==> config.mk <==
export PLATFORM = sky130hd
export DESIGN_NAME = py_seq_flat
export DESIGN_NICKNAME = d
export VERILOG_FILES = /design/src/rtl/py_seq_pkg.sv /design/src/rtl/py_seq_if.sv /design/src/rtl/py_fecpos_cnt.sv /design/src/rtl/py_seq.sv /design/src/flat_wrapper.sv
export SDC_FILE = /design/constraint.sdc
export NUM_CORES = 1
export LEC_CHECK = 0
export ABC_AREA = 0
export CORE_UTILIZATION = 33
export CTS_CLUSTER_DIAMETER = 30
export DETAILED_ROUTE_END_ITERATION = 6
export GPL_ROUTABILITY_DRIVEN = 0
export GPL_TIMING_DRIVEN = 0
export HOLD_SLACK_MARGIN = 0.06
export PLACE_DENSITY_LB_ADDON = 0.08
export SLEW_MARGIN = 5
export SYNTH_ARGS = -nofsm -noshare
export SYNTH_HDL_FRONTEND = slang
export SYNTH_SLANG_ARGS = --single-unit
==> constraint.sdc <==
create_clock -name clk_6M -period 4.7 [get_ports clk_6M]
set_clock_uncertainty 0.2 [all_clocks]
set_input_delay 1.41 -clock clk_6M [delete_from_list [all_inputs] [get_ports clk_6M]]
set_output_delay 1.41 -clock clk_6M [all_outputs]
set_load 0.05 [all_outputs]
==> src/rtl/py_seq_pkg.sv <==
// Shared types and constants for the payload sequencer.
package py_seq_pkg;

  localparam int unsigned LENW    = 12;
  localparam int unsigned CRCBITS = 16;
  localparam int unsigned FECDAT  = 10;
  localparam int unsigned FECBLK  = 15;
  localparam int unsigned FECPOSW = 4;

  typedef enum logic [1:0] {
    ST_IDLE = 2'd0,
    ST_DATA = 2'd1,
    ST_CRC  = 2'd2,
    ST_TAIL = 2'd3
  } py_state_e;

  // Mode and length captured at payload start
  typedef struct packed {
    logic            pk_encode;
    logic            fec32encode;
    logic            crcen;
    logic [LENW-1:0] bitlen;
  } py_cfg_t;

endpackage

==> src/rtl/py_seq_if.sv <==
// Controller/datapath side signals of the payload sequencer.
interface py_seq_if;
  import py_seq_pkg::*;

  logic            p_1us;
  logic            start_p;
  logic            abort_p;
  logic            pk_encode;
  logic            fec32encode;
  logic            crcen;
  logic [LENW-1:0] py_bitlen;

  logic            busy;
  logic            py_st_p;
  logic            dec_py_st_p;
  logic            py_datvalid_p;
  logic            daten;
  logic            py_daten;
  logic            py_datperiod;
  logic            py_crc16period;
  logic            py_period;
  logic            dec_py_period;
  logic            fec32bk_endp;
  logic            py_endp;
  logic            dec_py_endp;
  logic [1:0]      dec_py_endp_d1;

  modport master (
    output p_1us, start_p, abort_p, pk_encode, fec32encode, crcen, py_bitlen,
    input  busy, py_st_p, dec_py_st_p, py_datvalid_p, daten, py_daten,
           py_datperiod, py_crc16period, py_period, dec_py_period,
           fec32bk_endp, py_endp, dec_py_endp, dec_py_endp_d1
  );

  modport slave (
    input  p_1us, start_p, abort_p, pk_encode, fec32encode, crcen, py_bitlen,
    output busy, py_st_p, dec_py_st_p, py_datvalid_p, daten, py_daten,
           py_datperiod, py_crc16period, py_period, dec_py_period,
           fec32bk_endp, py_endp, dec_py_endp, dec_py_endp_d1
  );

endinterface

==> src/rtl/py_fecpos_cnt.sv <==
// FEC 2/3 block position counter (0..FECBLK-1) with block-end decode.
module py_fecpos_cnt
  import py_seq_pkg::*;
(
  input  logic               clk_6M,
  input  logic               rstz,
  input  logic               clr,
  input  logic               adv,
  output logic [FECPOSW-1:0] fecpos,
  output logic               blk_end
);

  logic last_c;

  assign last_c  = (fecpos == FECPOSW'(FECBLK - 1));
  assign blk_end = adv & last_c;

  // Clear has priority so an abort on a tick still leaves the counter at 0
  always_ff @(posedge clk_6M or negedge rstz) begin
    if (!rstz) begin
      fecpos <= '0;
    end else if (clr) begin
      fecpos <= '0;
    end else if (adv) begin
      fecpos <= last_c ? '0 : fecpos + FECPOSW'(1);
    end
  end

endmodule

==> src/rtl/py_seq.sv <==
// Payload sequencer: generates data/CRC/FEC timing strobes for the payload
// bit datapath, one air bit per p_1us tick.
module py_seq
  import py_seq_pkg::*;
(
  input  logic    clk_6M,
  input  logic    rstz,
  py_seq_if.slave sif
);

  py_state_e          state_q, state_d;
  py_cfg_t            cfg_q, cfg_d;
  logic [LENW-1:0]    infocnt_q, infocnt_d;
  logic               py_st_q, py_st_d;
  logic               dec_st_q, dec_st_d;
  logic [1:0]         endp_sr_q, endp_sr_d;
  logic [FECPOSW-1:0] fecpos;
  logic               busy_c, tick_c, daten_c, start_ok_c;
  logic               last_info_c, end_c, fec_adv_c, fec_clr_c, blk_end_c;

  assign busy_c     = (state_q != ST_IDLE);
  assign tick_c     = sif.p_1us & busy_c;
  assign daten_c    = busy_c & (~cfg_q.fec32encode | (fecpos < FECPOSW'(FECDAT)));
  assign start_ok_c = (state_q == ST_IDLE) & sif.start_p & ~sif.abort_p &
                      ((sif.py_bitlen != '0) | sif.crcen);
  assign fec_adv_c  = tick_c & cfg_q.fec32encode;
  assign fec_clr_c  = sif.abort_p | start_ok_c;

  py_fecpos_cnt u_fecpos (
    .clk_6M  (clk_6M),
    .rstz    (rstz),
    .clr     (fec_clr_c),
    .adv     (fec_adv_c),
    .fecpos  (fecpos),
    .blk_end (blk_end_c)
  );

  // Next-state, info-bit accounting and end detection
  always_comb begin
    state_d     = state_q;
    cfg_d       = cfg_q;
    infocnt_d   = infocnt_q;
    py_st_d     = 1'b0;
    dec_st_d    = 1'b0;
    last_info_c = 1'b0;
    end_c       = 1'b0;

    if (sif.abort_p) begin
      state_d   = ST_IDLE;
      infocnt_d = '0;
    end else begin
      unique case (state_q)
        ST_IDLE: begin
          if (start_ok_c) begin
            cfg_d.pk_encode   = sif.pk_encode;
            cfg_d.fec32encode = sif.fec32encode;
            cfg_d.crcen       = sif.crcen;
            cfg_d.bitlen      = sif.py_bitlen;
            infocnt_d         = '0;
            py_st_d           = sif.pk_encode;
            dec_st_d          = ~sif.pk_encode;
            state_d           = (sif.py_bitlen == '0) ? ST_CRC : ST_DATA;
          end
        end
        ST_DATA: begin
          if (tick_c && daten_c) begin
            infocnt_d = infocnt_q + LENW'(1);
            if (infocnt_q == cfg_q.bitlen - LENW'(1)) begin
              if (cfg_q.crcen) begin
                state_d   = ST_CRC;
                infocnt_d = '0;
              end else begin
                last_info_c = 1'b1;
              end
            end
          end
        end
        ST_CRC: begin
          if (tick_c && daten_c) begin
            infocnt_d = infocnt_q + LENW'(1);
            if (infocnt_q == LENW'(CRCBITS - 1)) last_info_c = 1'b1;
          end
        end
        ST_TAIL: begin
          if (tick_c) begin
            if (daten_c) infocnt_d = infocnt_q + LENW'(1);
            if (fecpos == FECPOSW'(FECBLK - 1)) begin
              end_c     = 1'b1;
              state_d   = ST_IDLE;
              infocnt_d = '0;
            end
          end
        end
        default: state_d = ST_IDLE;
      endcase

      // Without FEC the last info bit is the last air bit; with FEC the
      // block is finished off with pad and parity bits
      if (last_info_c) begin
        if (cfg_q.fec32encode) begin
          state_d = ST_TAIL;
        end else begin
          end_c     = 1'b1;
          state_d   = ST_IDLE;
          infocnt_d = '0;
        end
      end
    end

    endp_sr_d = sif.abort_p ? 2'b00 : {endp_sr_q[0], end_c};
  end

  always_ff @(posedge clk_6M or negedge rstz) begin
    if (!rstz) begin
      state_q   <= ST_IDLE;
      cfg_q     <= '0;
      infocnt_q <= '0;
      py_st_q   <= 1'b0;
      dec_st_q  <= 1'b0;
      endp_sr_q <= 2'b00;
    end else begin
      state_q   <= state_d;
      cfg_q     <= cfg_d;
      infocnt_q <= infocnt_d;
      py_st_q   <= py_st_d;
      dec_st_q  <= dec_st_d;
      endp_sr_q <= endp_sr_d;
    end
  end

  assign sif.busy           = busy_c;
  assign sif.py_st_p        = py_st_q;
  assign sif.dec_py_st_p    = dec_st_q;
  assign sif.py_datvalid_p  = tick_c;
  assign sif.daten          = daten_c;
  assign sif.py_daten       = daten_c;
  assign sif.py_datperiod   = (state_q == ST_DATA);
  assign sif.py_crc16period = (state_q == ST_CRC);
  assign sif.py_period      = busy_c & cfg_q.pk_encode;
  assign sif.dec_py_period  = busy_c & ~cfg_q.pk_encode;
  assign sif.fec32bk_endp   = blk_end_c;
  assign sif.py_endp        = end_c & cfg_q.pk_encode;
  assign sif.dec_py_endp    = end_c & ~cfg_q.pk_encode;
  assign sif.dec_py_endp_d1 = endp_sr_q;

endmodule

==> src/flat_wrapper.sv <==
// flat-port wrapper written by rule: the top's interface ports become plain ports
module py_seq_flat import py_seq_pkg::*;
  (clk_6M, rstz, sif_p_1us, sif_start_p, sif_abort_p, sif_pk_encode, sif_fec32encode, sif_crcen, sif_py_bitlen, sif_busy, sif_py_st_p, sif_dec_py_st_p, sif_py_datvalid_p, sif_daten, sif_py_daten, sif_py_datperiod, sif_py_crc16period, sif_py_period, sif_dec_py_period, sif_fec32bk_endp, sif_py_endp, sif_dec_py_endp, sif_dec_py_endp_d1);
  py_seq_if sif_i ();
  input  logic clk_6M;
  input  logic rstz;
  input wire logic [$bits(sif_i.p_1us)-1:0] sif_p_1us;
  input wire logic [$bits(sif_i.start_p)-1:0] sif_start_p;
  input wire logic [$bits(sif_i.abort_p)-1:0] sif_abort_p;
  input wire logic [$bits(sif_i.pk_encode)-1:0] sif_pk_encode;
  input wire logic [$bits(sif_i.fec32encode)-1:0] sif_fec32encode;
  input wire logic [$bits(sif_i.crcen)-1:0] sif_crcen;
  input wire logic [$bits(sif_i.py_bitlen)-1:0] sif_py_bitlen;
  output wire logic [$bits(sif_i.busy)-1:0] sif_busy;
  output wire logic [$bits(sif_i.py_st_p)-1:0] sif_py_st_p;
  output wire logic [$bits(sif_i.dec_py_st_p)-1:0] sif_dec_py_st_p;
  output wire logic [$bits(sif_i.py_datvalid_p)-1:0] sif_py_datvalid_p;
  output wire logic [$bits(sif_i.daten)-1:0] sif_daten;
  output wire logic [$bits(sif_i.py_daten)-1:0] sif_py_daten;
  output wire logic [$bits(sif_i.py_datperiod)-1:0] sif_py_datperiod;
  output wire logic [$bits(sif_i.py_crc16period)-1:0] sif_py_crc16period;
  output wire logic [$bits(sif_i.py_period)-1:0] sif_py_period;
  output wire logic [$bits(sif_i.dec_py_period)-1:0] sif_dec_py_period;
  output wire logic [$bits(sif_i.fec32bk_endp)-1:0] sif_fec32bk_endp;
  output wire logic [$bits(sif_i.py_endp)-1:0] sif_py_endp;
  output wire logic [$bits(sif_i.dec_py_endp)-1:0] sif_dec_py_endp;
  output wire logic [$bits(sif_i.dec_py_endp_d1)-1:0] sif_dec_py_endp_d1;
  assign sif_i.p_1us = sif_p_1us;
  assign sif_i.start_p = sif_start_p;
  assign sif_i.abort_p = sif_abort_p;
  assign sif_i.pk_encode = sif_pk_encode;
  assign sif_i.fec32encode = sif_fec32encode;
  assign sif_i.crcen = sif_crcen;
  assign sif_i.py_bitlen = sif_py_bitlen;
  assign sif_busy = sif_i.busy;
  assign sif_py_st_p = sif_i.py_st_p;
  assign sif_dec_py_st_p = sif_i.dec_py_st_p;
  assign sif_py_datvalid_p = sif_i.py_datvalid_p;
  assign sif_daten = sif_i.daten;
  assign sif_py_daten = sif_i.py_daten;
  assign sif_py_datperiod = sif_i.py_datperiod;
  assign sif_py_crc16period = sif_i.py_crc16period;
  assign sif_py_period = sif_i.py_period;
  assign sif_dec_py_period = sif_i.dec_py_period;
  assign sif_fec32bk_endp = sif_i.fec32bk_endp;
  assign sif_py_endp = sif_i.py_endp;
  assign sif_dec_py_endp = sif_i.dec_py_endp;
  assign sif_dec_py_endp_d1 = sif_i.dec_py_endp_d1;
  py_seq u_core (.clk_6M(clk_6M), .rstz(rstz), .sif(sif_i));
endmodule
==> out/metrics.yaml <==
worst_setup_path:
  required_ns: 3.09
  cp_top_family: "simple AND/OR/NAND/NOR gates"
  r2r_slack_ns: 1.53
  slowest_stage: "or4_4"
  worstPathArrival_ns: 2.86
  reg2reg_depth: 10
  startpoint_type: "register"
  timing.rr.start: "u_core.state_q[0]$_DFFE_PN0P_"
  worst_setup_path_end_kind: "primary output"
  cp_num_buf_inv: 1
  path_cells: "or3_4, or4_4, o211ai_2, o21ai_2, nor4_4, o21bai_2, a21oi_2, nor2b_2, buf_6"
  critPathMaxFanout: 6
  worstSetupPathType: "register to primary output"
  max_stage_delay_ns: 0.52
  worstReg2RegEnd: "u_core.infocnt_q[10]$_DFF_PN0_"
cells_and_area:
  drive_above_1_share_pct: 16.4
  final_common_cell: "dfrtp_1"
  final_nets: 359
  layout_common_cells: "dfrtp_1 (36), clkdlybuf4s50_1 (30), nor2_1 (22), nand2_1 (21), a21oi_1 (19)"
  final_cells: 429
  syn2layout_area_growth_pct: 24.4
  n_antenna_cell: 0
  multi_input_area_mm2: 0.00155
  ff_latch_area_um2: 927
  fillers: 762
clock_network:
  htree_levels: 2
  clockBufferDepth: 2
  numCtsBuffers: 5
  path_clk_slew_ns: 0.08
  insertion_delay_ns: 0.29
  cts_tree: "yes"
  cts-root-buf: "clkbuf_8"
  clock_sinks: 37
routing:
  routedWlPerCell_um: 15.9
  antenna_left: 0
  vias: 2329
  drt_wl_total_um: 6820
  drt_iter0_markers: 105
  route.detailed.drc: 0
  firstDrtPassIters: 4
  viasPerCell: 5.43
place:
  port_buffers: 34
  post-dp-hpwl_um: 5170
  dp.cells: 418
sta:
  fmax_ghz: 0.224
  layout_worst_path_cycle_share_pct: 95.1
  min_period_ns: 4.47
  slew_violations: 0
  finalSetupTns_ns: 0
  slew-limit-headroom_pct: 58.5
  rsz0062_at_grt: "no"
  hold-worst-slack_ns: 0.308
  hold_violations: 0
  setup_violations: 0
  worst_pin_slew_ns: 0.621
grt:
  grt_overflow_total: 0
  grt_use_total_pct: 17.8
  grt_pass1_wl_um: 11700
  antenna_found_initial: 0
  grt_max_degree: 22
  grt_pass1_vias: 2243
synthesis:
  synth_largest_area_cell: "dfrtp_1"
  ys.flop_type: "dfrtp_1"
  syn_inst: 284
  ys_async_sr_fraction_pct: 100
  yosys_warnings: 0
  yosysUniqueCellTypes: 60
  syn_area_mm2: 0.00256
  ys_ff_latch: 37
  ys_seq_area_share_pct: 36.2
  synthTopCellsByArea: "dfrtp_1 (36%), mux2_2 (4.8%), ha_1 (4.4%), a21oi_1 (3.7%), xnor2_1 (3.4%)"
  syn_area_per_cell_um2: 9.01
  synth-edff-count: 0
  synth_fp_nets: 313
  yosys.area.top_type_share_pct: 36.2
power:
  ir_drop_v: 0.0000893
  p_comb_share_pct: 29.2
  leakagePower_nw: 1.29
  power.internal_uw: 578
  power_frac_seq_pct: 44.6
  pwr-share-clk_pct: 26.2
  swShare_pct: 34.2
  p_total_uw: 878
  p_switching_uw: 300
  p_per_area_mw_per_mm2: 276
worst_hold_path:
  hold_depth: 1
  min_to: "u_core.sif.dec_py_endp_d1[1]$_DFF_PN0_"
  min_path_type: "register to register"
  hold_path_startpoint: "u_core.sif.dec_py_endp_d1[0]$_DFF_PN0_"
die:
  floorplan.initialDensity_pct: 34.7
  core_area_mm2: 0.00737
  io_pins: 35
  dieHeight_um: 90.1
  dieArea_mm2: 0.00811
  die_width_um: 90.1
  rows: 31
status:
  outcome: "finished clean"
run:
  cap_violations: 0
worst reg2reg max path: cells and delay by family, from the launching register on:
family | cells | cell delay (ns)
buffers and inverters | 5 | 1.55
AOI/OAI and AO/OA | 2 | 0.49
DFF | 1 | 0.46
and+or+nand+nor | 2 | 0.22
adders and majority gates | 1 | 0.14
power by group through the flow:
stage | Sequential (mW) | Combinational [mW] | Clock (mW)
after floorplan | 0.386 | 0.180 | 0
after global placement | 0.398 | 0.253 | 0
after detailed placement | 0.398 | 0.255 | 0
after CTS | 0.392 | 0.258 | 0.242
after global routing | 0.399 | 0.283 | 0.257
final | 0.392 | 0.256 | 0.230
layer usage:
metal | track usage [%] | share of wire, % | up-vias
li1 | - | - | 1140
met1 | 24.1 | 48 | 1114
met2 | 29.6 | 46 | 67
met3 | 3.13 | 4.7 | 8
met4 | 3.63 | 0.73 | 0
met5 | 0 | 0 | -
stage by stage:
| stage | util (%) | setup WS [ns] | cell area (um2) |
|---|---|---|---|
| 6_report | 43.2 | 0.230 | 3180 |
| 5_1_grt | 43.2 | 0.00169 | 3180 |
| 4_1_cts | 43.2 | 0.166 | 3180 |
| 3_5_place_dp | 41.4 | -1.07 | 3050 |
| 3_3_place_gp | 41.1 | -1.08 | 3030 |
| 2_1_floorplan | - | 0.128 | 2560 |
logic make-up (layout without fill, tap and decap cells):
kind of cell               after synthesis  after routing  synth area share, %
muxes                                   12             12                 5.23
AOI/OAI and AO/OA                       68             68                 18.1
xor gates and xnor gates                14             14                 4.79
DFF                                     37             37                 36.2
and+or+nand+nor                        120            120                 27.0
buffers and inverters                   24             70                 4.25
adders and majority gates                9              9                 4.40
synth_stat cells (all sizes together), types with 2 or more instances:
master and instances:
nor4b 2, a311oi 7, clkbuf 7, and2 4, mux2 11, a41oi 3, a21oi 20, ha 9
a211oi 3, o31ai 3, xor2 4, nand3b 4, dfrtp 37, inv 10, buf 7, o21ai 15
nand2 21, nand3 9, nand2b 7, nor2b 9, or3 3, a31oi 3, nor3 7, o2111ai 2
nor4 9, and3 8, or2 2, xnor2 10, nand4 5, o22ai 2, nor2 25
registers in the layout, summed over array words and instances (netlist names):
name                       count
u_core.cfg_q                  15
u_core.infocnt_q              12
u_core.sif.py_st_p             1
u_core.u_fecpos.fecpos         4
u_core.state_q                 2
u_core.sif.dec_py_endp_d1      2
u_core.sif.dec_py_st_p         1
layout make-up:
| class | count | share of cell area (%) |
|---|---|---|
| plain buffers | 14 | 2.24 |
| clock buffers | 7 | 2.71 |
| flip-flops and latches | 37 | 29.1 |
| repair buffers | 39 | 12.3 |
| well taps | 99 | 3.89 |
| multi-input cells | 223 | 48.6 |
| inverters | 10 | 1.18 |
repair_timing:
item                                    in CTS  in global routing
gates cloned                                 0                  0
setup buffers                                4                  0
endpoints found under the hold margin        0                  0
resized for setup                           18                  1
endpoints found under the setup margin       2                  1
hold buffers                                 0                  0
pin swaps                                    5                  0
how the worst max path moves through the flow:
stage	cells past startpoint	slack (ns)	start	end
6_report	9	0.23	u_core.cfg_q[3]$_DFFE_PN0P_	sif_dec_py_endp
5_1_grt	11	0.002	u_core.cfg_q[0]$_DFFE_PN0P_	sif_dec_py_endp
4_1_cts	9	0.17	u_core.cfg_q[2]$_DFFE_PN0P_	sif_dec_py_endp
3_5_place_dp	9	-1.07	sif_p_1us	sif_dec_py_endp
3_3_place_gp	9	-1.08	sif_p_1us	sif_dec_py_endp
2_1_floorplan	7	0.13	sif_p_1us	sif_dec_py_endp
Power figures use the tool's default switching activity.
